File: config.mk
export PLATFORM = sky130hd
export DESIGN_NAME = alu_ab_datapath
export DESIGN_NICKNAME = d
export VERILOG_FILES = /design/src/rtl/alu_ab_pkg.sv /design/src/rtl/alu_core.sv /design/src/rtl/alu_ab_datapath.sv
export SDC_FILE = /design/constraint.sdc
export NUM_CORES = 1
export LEC_CHECK = 0
export ABC_AREA = 0
export CORE_MARGIN = 2
export CORE_UTILIZATION = 45
export DETAILED_ROUTE_END_ITERATION = 16
export PLACE_DENSITY = 0.8
export RECOVER_POWER = 25
export REMOVE_ABC_BUFFERS = 1
export SLEW_MARGIN = 20
export SYNTH_ARGS = -nofsm -noshare
export SYNTH_HDL_FRONTEND = slang
export SYNTH_SLANG_ARGS = --single-unit
File: constraint.sdc
create_clock -name clk -period 4.6 [get_ports clk]
set_input_delay 0.92 -clock clk [delete_from_list [all_inputs] [get_ports clk]]
set_output_delay 0.92 -clock clk [all_outputs]
set_load 0.01 [all_outputs]
File: src/rtl/alu_ab_pkg.sv
// Shared constants for the A/B accumulator datapath of the 4-bit SAP-style CPU.
// Logic opcodes are only decoded when ALU_LOGIC_OPS_EN is defined.
package alu_ab_pkg;

  localparam int DEF_WIDTH = 4;

  localparam logic [3:0] OP_ADD  = 4'b0001;
  localparam logic [3:0] OP_SUB  = 4'b0010;
  localparam logic [3:0] OP_XCHG = 4'b0011;
  localparam logic [3:0] OP_STA  = 4'b0110;
  localparam logic [3:0] OP_LDA  = 4'b0111;
  localparam logic [3:0] OP_AND  = 4'b1000;
  localparam logic [3:0] OP_OR   = 4'b1001;
  localparam logic [3:0] OP_XOR  = 4'b1010;

endpackage

File: src/rtl/alu_core.sv
// Pure combinational ALU: opcode/A/B -> result, zero, carry, plus a "supported"
// qualifier so the top knows whether eu should capture anything.
// ALU_LOGIC_OPS_EN adds AND/OR/XOR (carry forced to 0).
module alu_core
  import alu_ab_pkg::*;
#(
  parameter int WIDTH = DEF_WIDTH
) (
  input  logic [3:0]       opcode_i,
  input  logic [WIDTH-1:0] a_i,
  input  logic [WIDTH-1:0] b_i,
  output logic [WIDTH-1:0] result_o,
  output logic             zero_o,
  output logic             carry_o,
  output logic             valid_o
);

  logic [WIDTH:0] sum;

  // Opcode decode; unsupported opcodes leave valid_o low so state holds.
  always_comb begin
    sum      = '0;
    result_o = '0;
    carry_o  = 1'b0;
    valid_o  = 1'b0;
    case (opcode_i)
      OP_ADD: begin
        sum      = {1'b0, a_i} + {1'b0, b_i};
        result_o = sum[WIDTH-1:0];
        carry_o  = sum[WIDTH];
        valid_o  = 1'b1;
      end
      OP_SUB: begin
        result_o = a_i - b_i;
        carry_o  = (a_i < b_i);
        valid_o  = 1'b1;
      end
`ifdef ALU_LOGIC_OPS_EN
      OP_AND: begin
        result_o = a_i & b_i;
        valid_o  = 1'b1;
      end
      OP_OR: begin
        result_o = a_i | b_i;
        valid_o  = 1'b1;
      end
      OP_XOR: begin
        result_o = a_i ^ b_i;
        valid_o  = 1'b1;
      end
`endif
      default: ;
    endcase
  end

  assign zero_o = (result_o == '0);

endmodule

File: src/rtl/alu_ab_datapath.sv
// A/B accumulator datapath: A and B registers, registered ALU result and
// Z/carry flags, rotate-through-carry, and AND-gated output copies.
// Optional feature macro: ALU_LOGIC_OPS_EN (AND/OR/XOR opcodes in alu_core).
module alu_ab_datapath
  import alu_ab_pkg::*;
#(
  parameter int WIDTH = DEF_WIDTH
) (
  input  logic             clk,
  input  logic             reset,
  input  logic [3:0]       opcode,
  input  logic [WIDTH-1:0] ram_to_a,
  input  logic [WIDTH-1:0] ram_to_b,
  input  logic [WIDTH-1:0] tmp_to_b,
  input  logic [WIDTH-1:0] tmp_to_alu,
  input  logic             carry_in,
  input  logic             la_ram,
  input  logic             la_b,
  input  logic             la_alu,
  input  logic             lb_tmp,
  input  logic             lb_alu,
  input  logic             lpop,
  input  logic             lcarry,
  input  logic             ea_carry,
  input  logic             ercl,
  input  logic             eu,
  input  logic             ea_tmp,
  input  logic             ea_ram,
  input  logic             ea_out,
  input  logic             epush,
  output logic [WIDTH-1:0] a_to_tmp,
  output logic [WIDTH-1:0] a_to_ram,
  output logic [WIDTH-1:0] a_to_out,
  output logic [WIDTH-1:0] b_to_ram,
  output logic             carry_from_a,
  output logic             carry_from_b,
  output logic             z_flag,
  output logic             carry_out
);

  logic [WIDTH-1:0] a_q, a_d, b_q, b_d, res_q, res_d;
  logic             z_q, z_d, c_q, c_d, cfa_q, cfa_d, cfb_q, cfb_d;
  logic [WIDTH-1:0] alu_res;
  logic             alu_zero, alu_carry, alu_valid;

  // Reserved operand bus, intentionally not consumed by the base op set.
  logic unused_tmp_to_alu;
  assign unused_tmp_to_alu = ^tmp_to_alu;

  alu_core #(.WIDTH(WIDTH)) u_alu (
    .opcode_i (opcode),
    .a_i      (a_q),
    .b_i      (b_q),
    .result_o (alu_res),
    .zero_o   (alu_zero),
    .carry_o  (alu_carry),
    .valid_o  (alu_valid)
  );

  // A next state: la_ram > la_b > la_alu > rotate > hold. la_b sees pre-edge B,
  // which is what makes la_b+lb_tmp an exchange.
  always_comb begin
    a_d   = a_q;
    cfa_d = cfa_q;
    if (la_ram)        a_d = ram_to_a;
    else if (la_b)     a_d = b_q;
    else if (la_alu)   a_d = res_q;
    else if (ea_carry) begin
      a_d   = {a_q[WIDTH-2:0], carry_in};
      cfa_d = a_q[WIDTH-1];
    end
  end

  // B next state: lpop > lb_tmp > lb_alu > lcarry > rotate > hold.
  always_comb begin
    b_d   = b_q;
    cfb_d = cfb_q;
    if (lpop)        b_d = ram_to_b;
    else if (lb_tmp) b_d = tmp_to_b;
    else if (lb_alu) b_d = res_q;
    else if (lcarry) b_d = {{(WIDTH-1){1'b0}}, carry_in};
    else if (ercl) begin
      b_d   = {b_q[WIDTH-2:0], carry_in};
      cfb_d = b_q[WIDTH-1];
    end
  end

  // Capture ALU result and flags on eu for supported opcodes only.
  always_comb begin
    res_d = res_q;
    z_d   = z_q;
    c_d   = c_q;
    if (eu && alu_valid) begin
      res_d = alu_res;
      z_d   = alu_zero;
      c_d   = alu_carry;
    end
  end

  // State registers; reset overrides every strobe.
  always_ff @(posedge clk) begin
    if (reset) begin
      a_q   <= '0;
      b_q   <= '0;
      res_q <= '0;
      z_q   <= 1'b0;
      c_q   <= 1'b0;
      cfa_q <= 1'b0;
      cfb_q <= 1'b0;
    end else begin
      a_q   <= a_d;
      b_q   <= b_d;
      res_q <= res_d;
      z_q   <= z_d;
      c_q   <= c_d;
      cfa_q <= cfa_d;
      cfb_q <= cfb_d;
    end
  end

  assign a_to_tmp     = ea_tmp ? a_q : '0;
  assign a_to_ram     = ea_ram ? a_q : '0;
  assign a_to_out     = ea_out ? a_q : '0;
  assign b_to_ram     = epush  ? b_q : '0;
  assign carry_from_a = cfa_q;
  assign carry_from_b = cfb_q;
  assign z_flag       = z_q;
  assign carry_out    = c_q;

endmodule

==> impl_metrics.ini <==
[run_status]
status = complete, no violations

[routing]
wire_per_inst_um = 13.8
maxUsedRoutingLayer = met4
first_iter_violations = 34
wirelength_mm = 3.44
first_pass_iters = 4
vias = 1349
met1_length_mm = 1.59
drc = 0
antenna_left = 0
via_per_inst = 5.40
routed-wl-met2_mm = 1.67
route.met3.wl_um = 158

[final_layout]
n_antenna_cell = 0
nNetsFinal = 266
area_growth_pct = 36.1
layout_commonest_cell = clkdlybuf4s50_1
finalInstanceArea_um2 = 1910
stdcell_count = 250
final_layout_size_suffix_gt1_share_pct = 4.61
final_cell_mix = clkdlybuf4s50_1 (46), and2_1 (16), dfxtp_1 (16), nor2_1 (15), nand2_1 (13)

[yosys]
syn-cell-area_um2 = 1400
async_flop_share_pct = 0
synth_top_area_cell = dfxtp_1
netlist_top_cells_area = dfxtp_1 (23%), mux2i_1 (7.9%), and2_1 (7.1%)
synth_edf_count = 0
syn_inst = 173
syn_area_per_cell_um2 = 8.11
synthFlopType = dfxtp_1
synth-seq-cells = 16
synth_top_area_share_pct = 22.8
synth_cell_types = 41
synth-seq-area-share_pct = 22.8
synth.yosys.warnings = 0

[timing]
hold_ws_ps = 459
relSlewSlack_pct = 54.2
worstMarginPinSlew_ps = 688
timing.fmax_ghz = 0.332
setup_viol = 0
finClkSkew_ps = 0.939
fin_setup_tns_ps = 0
period_share_pct = 65.4
slew_viol_final = 0
rsz0062_at_grt = false
min_period_ps = 3010
hold_viol_final = 0

[clock_network]
postCtsSetupBuffers = 0
cts_made_buffers = 3
postCtsResizedCells = 0
clkSlewWorstSetupHoldPaths_ps = 100
root_buffer = clkbuf_4
clk_latency_ps = 290
h-tree-depth = 1
cts_hold_buf = 0
clock-sinks = 16
cts_tree = built
cts_buffer_depth = 2

[global_route]
grt_overflow_total = 0
grt_antenna_before_repair = 0
grt_max_degree = 18
grtUsageTotal_pct = 20.5
first_global_vias = 1229
grt_pass1_wl_mm = 5.55

[power_and_ir_drop]
seqPwrFrac_pct = 43.4
p_comb_share_pct = 34.9
intPower_mw = 0.248
p_per_area_nw_per_um2 = 188
p_sw_share_pct = 31.0
fin_total_pwr_mw = 0.359
p_sw_mw = 0.111
p_clk_share_pct = 21.7
vdd_ir_drop_max_mv = 0.160
p_leak_nw = 0.738

[setup_path]
crit_top_cell = clkdlybuf4s50_1
critPathLaunchType = input port
end_kind = output pin
max_stage_delay_ps = 530
cp.arrival_ps = 2090
cp_cell_sequence = clkdlybuf4s50_1 -> and2_1 -> clkdlybuf4s50_1
timing.rr.start = a_q[0]
ff2ff_setup_slack_ps = 2580
critPathTopFamily = buffers and inverters
reg2regPathDepth = 7
crit_required_ps = 3680
critPathKind = input port to output pin
reg2reg_to = z_flag
crit_buf_inv = 2
cp_max_fo = 4
cp_slowest_cell = clkdlybuf4s50_1

[floorplan]
num_rows = 20
die_width_um = 59.8
pin_count = 57
start_util_pct = 46.7
die_h_um = 59.8
coreArea_um2 = 3000
design.die.area_um2 = 3580

[placed_design]
dpl.cell_count = 247
portBuffers = 52
dpl.hpwl_mm = 2.81
placed_area_um2 = 1910
gp_congestion = 0.862

[min_path]
hold_start = carry_from_a
holdPathEnd = carry_from_a
hp-class = register to register
hold_depth = 2

[run]
timing.max_cap.violations = 0
==> tightest hold or removal path, stage by stage, from the launching register on <==
cell,delay [ps]
dfxtp_1,320
nand2_1,50
a21oi_1,50
==> sequential cells by signal, indices dropped and copies added, names as in the netlist <==
register      cells
a_q               4
b_q               4
res_q             4
carry_from_a      1
carry_from_b      1
carry_out         1
z_flag            1
==> layer usage <==
layer | up-vias | global-route usage [%]
met5 | - | 0
met4 | 0 | 6.67
met3 | 2 | 2.16
met2 | 41 | 34.8
met1 | 608 | 27.0
li1 | 698 | -
==> cell usage after synthesis (2+ instances only) <==
cell and number:
nor2b_1 8, a21oi_1 5, fa_1 2, buf_2 5
a31oi_1 2, nand2b_1 5, nor3b_1 6, clkbuf_1 5
and2_1 16, nand2_1 13, o21ai_0 7, o31a_1 3
or2_2 2, inv_1 7, dfxtp_1 16, mux2i_1 11
nand3_1 2, nor2_1 15, nand3b_1 3, ha_1 8
a211oi_1 12
==> final cells by class <==
class	count	area [um^2]
clock buffer	3	22.5
fill	284	1090
inverter	7	26.3
sequential	16	320
tap	33	41.3
timing repair buffer	52	520
multi-input combinational	139	978
==> power by group through the flow <==
stage                     Sequential, mW  Clock, mW  Combinational, mW
final                              0.156     0.0780              0.125
after global routing               0.158     0.0878              0.139
after CTS                          0.156     0.0788              0.129
after detailed placement           0.159          0              0.128
after global placement             0.159          0              0.125
after floorplan                    0.155          0             0.0652
==> how the worst max path moves through the flow <==
stage / from / endpoint / slack [ps] / cells after the start
final: epush / b_to_ram[3] / 1590 / 3
after global routing: epush / b_to_ram[3] / 1540 / 3
after CTS: ea_ram / a_to_ram[0] / 1570 / 3
after detailed placement: ea_ram / a_to_ram[0] / 1580 / 3
after global placement: epush / b_to_ram[1] / 1610 / 3
after floorplan: ea_out / a_to_out[0] / 2600 / 1
==> through the flow <==
step	worst slack [ps]	util [%]
2_1_floorplan	2600	-
3_3_place_gp	1610	63.6
3_5_place_dp	1580	63.6
4_1_cts	1570	64.3
5_1_grt	1540	63.6
6_report	1590	63.6
==> kinds of logic after synthesis <==
family | Yosys count | synth area share (%)
XOR/XNOR | 1 | 0.625
AND/OR/NAND/NOR | 78 | 32.4
AO/OA/AOI/OAI | 39 | 20.5
flip-flops | 16 | 22.8
adder cells (fa/ha/maj) | 10 | 9.99
multiplexers | 11 | 7.85
buffers and inverters | 18 | 5.80
(Power assumes the default switching activity.)
==> variant 1, RTL diff (same flow settings) <==
Add a define of `ALU_LOGIC_OPS_EN`.
--- a/src/rtl/alu_core.sv
+++ b/src/rtl/alu_core.sv
@@ -1,6 +1,8 @@
 // Pure combinational ALU: opcode/A/B -> result, zero, carry, plus a "supported"
 // qualifier so the top knows whether eu should capture anything.
 // ALU_LOGIC_OPS_EN adds AND/OR/XOR (carry forced to 0).
+`define ALU_LOGIC_OPS_EN
+
 module alu_core
   import alu_ab_pkg::*;
 #(
Check against the original RTL: not equivalent (a bounded check fails within 4 cycles, from zero or initial values and one cycle with reset high).
==> variant 1 against the unedited design <==
Core utilization shrank 0.54 points. Sequential cell count unchanged. Synthesized cell count grew 14%. Wire length rose by 12%. Power grew 4.5%. Global-route usage increased by 0.087 points. Area after synthesis is 10% higher. Setup slack got worse by 0.0033 ns. Final area rose by 9.3%. Sequential share of layout area fell by 1.4 points. Worst hold slack better by 0.0018 ns. Count of clock-buffer cells in the layout stayed put. Highest routed layer unchanged.
==> variant 1: results (changes against the unedited design) <==
* YS warnings at 0 (unchanged)
* Count of cell types in the netlist at 37 (was 41)
* Leakage power at 0.815 nW (was 0.738 nW)
* Post-synth top cells: 20 x nor2_1, 16 x and2_1, 16 x dfxtp_1, 15 x mux2i_1 (was 16 x and2_1, 16 x dfxtp_1, 15 x nor2_1, 13 x nand2_1, 12 x a211oi_1)
* Nets at 292 (was 266)
* Arr. time, crit path at 2.09 ns (about the same)
* Main area contributors after synthesis: dfxtp_1 21%, ha_1 9.7%, mux2i_1 9.7% (was dfxtp_1 23%, mux2i_1 7.9%, and2_1 7.1%)
* Initial antenna violation count at 0 (unchanged)
* Hold crit path type: flop to flop (unchanged)
* Slew headroom at 0.583 (was 0.542)
* Num CTS Buffers at 3 (unchanged)
* Worst skew pair latency at 0.29 ns (about the same)
* Peak VDD IR at 0.108 mV (was 0.160 mV)
* All-layer global routing usage at 0.206 (was 0.205)
* ANT cells at 0 (unchanged)
* Gpl congestion at 0.944 (was 0.862)
* Worst path max stage delay at approximately 0.54 ns
* Clk_skew at 0.00965 ns (was 0.000939 ns)
* WL/cell at 13.5 um (was 13.8 um)
* Vias per std cell at 5.25 (was 5.40)
* Ys flop type: dfxtp_1 (unchanged)
* I/O Buffers at 52 (unchanged)
* Clock-pin slew on the worst setup and hold paths at 0.09 ns
* Biggest regs: a_q: 4 flops, b_q: 4 flops, res_q: 4 flops (unchanged)
* Layout cell share with drive strength beyond 1 at 0.0335 (was 0.0461)
* Initial drt markers at 75 (was 34)
* Pin count of the biggest net entering global routing at 17 (was 18)
* Seq/Total Area, Yosys at 0.207 (was 0.228)
* CTS H-Tree Depth at 1 (unchanged)
* Clock buffer depth at 2 (unchanged)
* First-pass GRT wire length at 6640 um (was 5550 um)
* Post-CTS sizing at 0 (unchanged)
* Post-CTS Setup Bufs at 0 (unchanged)
* Post-DP HPWL at 3020 um (was 2810 um)
* Clk root buf: clkbuf_4 (unchanged)
* Fill count at 308 (was 284)
* Drt pass-1 iters at 4 (unchanged)
* Worst path buffer plus inverter count at 2 (unchanged)
* Vias in the first global route at 1,462 (was 1,229)
* Crit Path Max Fanout at 4 (unchanged)
* Top delay family on crit path: buffers and inverters (unchanged)
* Critical path's slowest cell: clkdlybuf4s50_1 (unchanged)
* Outcome: finished, final reports clean (unchanged)
* Ys async rst share at 0 (unchanged)
-- variant 1: cell count changes after synthesis, sizes merged, moves of 5 or more --
cell    unedited run  this run
nor2              15        20
a21oi              6        11
clkbuf             5        11
nor2b              8         0
inv                7        14
-- variant 1: logic make-up after synthesis --
family | Yosys count | synth area share
mux | 15 | 0.0969
fa+ha+maj | 14 | 0.123
buf+inv | 28 | 0.0743
flops | 16 | 0.207
xor+xnor | 1 | 0.00566
simple gates | 81 | 0.292
compound gates | 43 | 0.202
-- variant 1: cell type report --
type / instances / area share
multi-input cells: 154 / 0.534
repair buffers: 52 / 0.249
flip-flops and latches: 16 / 0.153
well taps: 46 / 0.0276
inverters: 14 / 0.0252
clock buffers: 3 / 0.0108
-- variant 1: path summary, 6_finish.rpt --
| kind | start | endpoint | slack [ns] | depth (start not counted) |
|---|---|---|---|---|
| worst min register to register | carry_from_a$_SDFFE_PP0P_ | carry_from_a$_SDFFE_PP0P_ | 0.46 | 2 |
| worst max-delay path | ea_tmp | a_to_tmp[3] | 1.59 | 3 |
| worst min-delay path | carry_from_a$_SDFFE_PP0P_ | carry_from_a$_SDFFE_PP0P_ | 0.46 | 2 |
| worst max register to register | a_q[1]$_SDFFE_PP0P_ | z_flag$_SDFFE_PP0P_ | 2.32 | 7 |
-- variant 1: report_power, final --
group	switching, mW	leakage [nW]	internal, mW	total, mW
sequential	0.0139	0.131	0.147	0.161
clock	0.0435	0.0138	0.0304	0.0739
combinational	0.0657	0.670	0.0747	0.140
-- variant 1: metrics by stage --
stage / area [um2] / worst slack (ns) / cells / utilization / hold WS (ns)
after floorplan: 1490 / 2.47 / 184 / - / 0.474
after global placement: 2060 / 1.49 / 282 / 0.624 / 0.448
after detailed placement: 2060 / 1.45 / 282 / 0.624 / 0.453
after CTS: 2090 / 1.58 / 285 / 0.630 / 0.467
after global routing: 2090 / 1.52 / 285 / 0.630 / 0.487
final: 2090 / 1.59 / 285 / 0.630 / 0.461
-- variant 1: tightest hold or removal path, cell delays in order (launching register included) --
cell and delay (ns):
dfxtp_1 0.32, nand2_1 0.05, a21oi_1 0.05
-- variant 1: layer usage --
metal,global-route usage,share of wire,vias up
li1,-,-,773
met1,0.263,0.47,685
met2,0.359,0.48,34
met3,0.0234,0.039,4
met4,0.0694,0.0099,0
met5,0,0,-
==> variant 2, RTL diff (same settings) <==
Without the edit above. `a_q`, `b_q` and `res_q` no longer have a reset.
--- a/src/rtl/alu_ab_datapath.sv
+++ b/src/rtl/alu_ab_datapath.sv
@@ -100,22 +100,22 @@
   // State registers; reset overrides every strobe.
   always_ff @(posedge clk) begin
     if (reset) begin
-      a_q   <= '0;
-      b_q   <= '0;
-      res_q <= '0;
       z_q   <= 1'b0;
       c_q   <= 1'b0;
       cfa_q <= 1'b0;
       cfb_q <= 1'b0;
     end else begin
-      a_q   <= a_d;
-      b_q   <= b_d;
-      res_q <= res_d;
       z_q   <= z_d;
       c_q   <= c_d;
       cfa_q <= cfa_d;
       cfb_q <= cfb_d;
     end
+  end
+
+  always_ff @(posedge clk) begin
+    a_q   <= a_d;
+    b_q   <= b_d;
+    res_q <= res_d;
   end
 
   assign a_to_tmp     = ea_tmp ? a_q : '0;
Formal check against the unedited RTL: not equivalent (a bounded check fails within 4 cycles, from zero or initial values and one cycle with reset high).
==> variant 2 against the unedited design <==
Via count decreased by 13%. Synthesized cell count decreased by 16%. Clock power increased by 16%. Sequential cell count unchanged. Count of clock-buffer cells in the layout increased by 1. Power increased by 17%. Critical path depth unchanged. Area after synthesis decreased by 8.9%. Setup slack got worse by 0.045 ns. Wire length decreased by 8.1%. Core utilization increased by 3.6 points. Final area decreased by 3.7%. Fmax decreased by 1.5%. Sequential share of layout area increased by 7.2 points. Critical endpoint is now a_to_tmp[1]. Largest power group unchanged.
==> variant 2: results (changes against the unedited design) <==
* Area occupied by multi-input gates at 768 um2 (was 978 um2)
* Hold crit path type: flop to flop (unchanged)
* Slew headroom at 0.613 (was 0.542)
* Peak VDD IR at 0.259 mV (was 0.160 mV)
* Drt pass-1 iters at 4 (unchanged)
* FMAX at 0.327 GHz (was 0.332 GHz)
* Critical path's slowest cell: clkdlybuf4s50_1 (unchanged)
* Layout cell share with drive strength beyond 1 at 0.0464 (was 0.0461)
* Arr. time, crit path at 2.13 ns (was 2.09 ns)
* First-pass GRT wire length at 5200 um (was 5550 um)
* Post-synth top cells: 16 x a21oi_1, 16 x and2_1, 13 x nand2_1, 12 x edfxtp_1, 12 x nor2_1 (was 16 x and2_1, 16 x dfxtp_1, 15 x nor2_1, 13 x nand2_1, 12 x a211oi_1)
* Compound-Gate Fraction of Synth Area at 0.176 (was 0.205)
* Ys async rst share at 0 (unchanged)
* All-layer global routing usage at 0.200 (was 0.205)
* Critical Path Start: ea_tmp (was epush)
* Synth Area in Adders at 0.110 (was 0.0999)
* Via count at 1,178 (was 1,349)
* Post-DP HPWL at 2520 um (was 2810 um)
* Clock-pin slew on the worst setup and hold paths at 0.09 ns
* Clock buffer depth at 2 (unchanged)
* XOR/XNOR share of the synthesized area at 0.0206 (was 0.00624)
* ANT cells at 0 (unchanged)
* Worst path max stage delay at 0.54 ns
* Initial drt markers at 49 (was 34)
* Worst reg2reg path endpoint: res_q[3]$_DFFE_PP_ (was z_flag$_SDFFE_PP0P_)
* WL/cell at 14.0 um (was 13.8 um)
* Worst skew pair latency at 0.28 ns
* CP endpoint: a_to_tmp[1] (was b_to_ram[3])
* Pin count of the biggest net entering global routing at 10 (was 18)
* Biggest regs: a_q: 4 flops, b_q: 4 flops, res_q: 4 flops (unchanged)
* Gpl congestion at 0.758 (was 0.862)
* Nets at 242 (was 266)
* Flop2flop setup slack at 2.50 ns (was 2.58 ns)
* CTS H-Tree Depth at 1 (unchanged)
* Seq/Total Area, Yosys at 0.345 (was 0.228)
* Fill count at 240 (was 284)
* Count of cell types in the netlist at 33 (was 41)
* FF-to-FF path depth at 6 (was 7)
* Post-CTS Setup Bufs at 0 (unchanged)
* Post-CTS sizing at 0 (unchanged)
* Outcome: finished, final reports clean (unchanged)
* Reg-to-reg startpoint: a_q[2]$_DFFE_PP_ (was a_q[0]$_SDFFE_PP0P_)
* YS warnings at 0 (unchanged)
* Crit Path Max Fanout at 4 (unchanged)
* Initial antenna violation count at 0 (unchanged)
* Leakage power at 0.706 nW (was 0.738 nW)
* Clk root buf: clkbuf_4 (unchanged)
* Post-synth EDFFs at 12 (was 0)
* Main area contributors after synthesis: edfxtp_1 28%, and2_1 7.8%, ha_1 7.8% (was dfxtp_1 23%, mux2i_1 7.9%, and2_1 7.1%)
* Num CTS Buffers at 3 (unchanged)
* I/O Buffers at 52 (unchanged)
* Mux contribution to synthesized area at 0.0392 (was 0.0785)
* Clk_skew at 0.00113 ns (was 0.000939 ns)
## variant 2: changes by cell type after synthesis, moves of 3 or more
cell,before,now
a211oi_1,12,1
a21oi_1,5,16
buf_2,5,1
dfxtp_1,16,4
edfxtp_1,0,12
mux2i_1,11,5
nand2b_1,5,2
nand3b_1,3,0
nor2_1,15,12
nor2b_1,8,2
nor3_1,1,4
o31a_1,3,0
## variant 2: final cells by class
type | instances | share of cell area
timing repair buffer | 52 | 0.283
sequential | 16 | 0.240
clock buffer | 4 | 0.0197
tap | 31 | 0.0211
inverter | 9 | 0.0184
multi-input combinational | 113 | 0.418
## variant 2: power by group
| group | switching, mW | internal, mW | total, mW | leakage (nW) |
|---|---|---|---|---|
| Combinational | 0.0673 | 0.0846 | 0.152 | 0.527 |
| Clock | 0.0425 | 0.0481 | 0.0906 | 0.0210 |
| Sequential | 0.0132 | 0.165 | 0.178 | 0.158 |
## variant 2: kinds of logic after synthesis
| group | after synthesis |
|---|---|
| AO/OA/AOI/OAI | 35 |
| AND/OR/NAND/NOR | 60 |
| XOR/XNOR | 3 |
| buffers and inverters | 16 |
| multiplexers | 5 |
| adder cells (fa/ha/maj) | 10 |
| flip-flops | 16 |
## variant 2: worst min-delay path by stage
stage	start	to	cells past startpoint
after floorplan	carry_from_a$_SDFFE_PP0P_	carry_from_a$_SDFFE_PP0P_	2
after global placement	carry_from_a$_SDFFE_PP0P_	carry_from_a$_SDFFE_PP0P_	2
after detailed placement	carry_from_a$_SDFFE_PP0P_	carry_from_a$_SDFFE_PP0P_	2
after CTS	carry_from_a$_SDFFE_PP0P_	carry_from_a$_SDFFE_PP0P_	2
after global routing	carry_from_b$_SDFFE_PP0P_	carry_from_b$_SDFFE_PP0P_	2
final	carry_from_a$_SDFFE_PP0P_	carry_from_a$_SDFFE_PP0P_	2
## variant 2: critical path: cells and delay by family
| family | cells | cell delay [ns] |
|---|---|---|
| buf+inv | 2 | 1.06 |
| simple gates | 1 | 0.15 |
## variant 2: metal layers
metal | wire length [um] | vias up | GRT usage | part of all wire
met5 | 0 | - | 0 | 0
met4 | 31 | 0 | 0.0299 | 0.0098
met3 | 226 | 4 | 0.0499 | 0.071
met2 | 1530 | 52 | 0.346 | 0.48
met1 | 1380 | 520 | 0.259 | 0.44
li1 | - | 602 | - | -
## variant 2: through the flow
| stage | util | instances | instance area [um2] | setup slack [ns] | hold slack, ns |
|---|---|---|---|---|---|
| after floorplan | - | 138 | 1250 | 2.52 | 0.474 |
| after global placement | 0.662 | 221 | 1810 | 1.60 | 0.447 |
| after detailed placement | 0.662 | 221 | 1810 | 1.54 | 0.447 |
| after CTS | 0.675 | 225 | 1850 | 1.54 | 0.460 |
| after global routing | 0.672 | 225 | 1840 | 1.50 | 0.499 |
| final | 0.672 | 225 | 1840 | 1.55 | 0.452 |
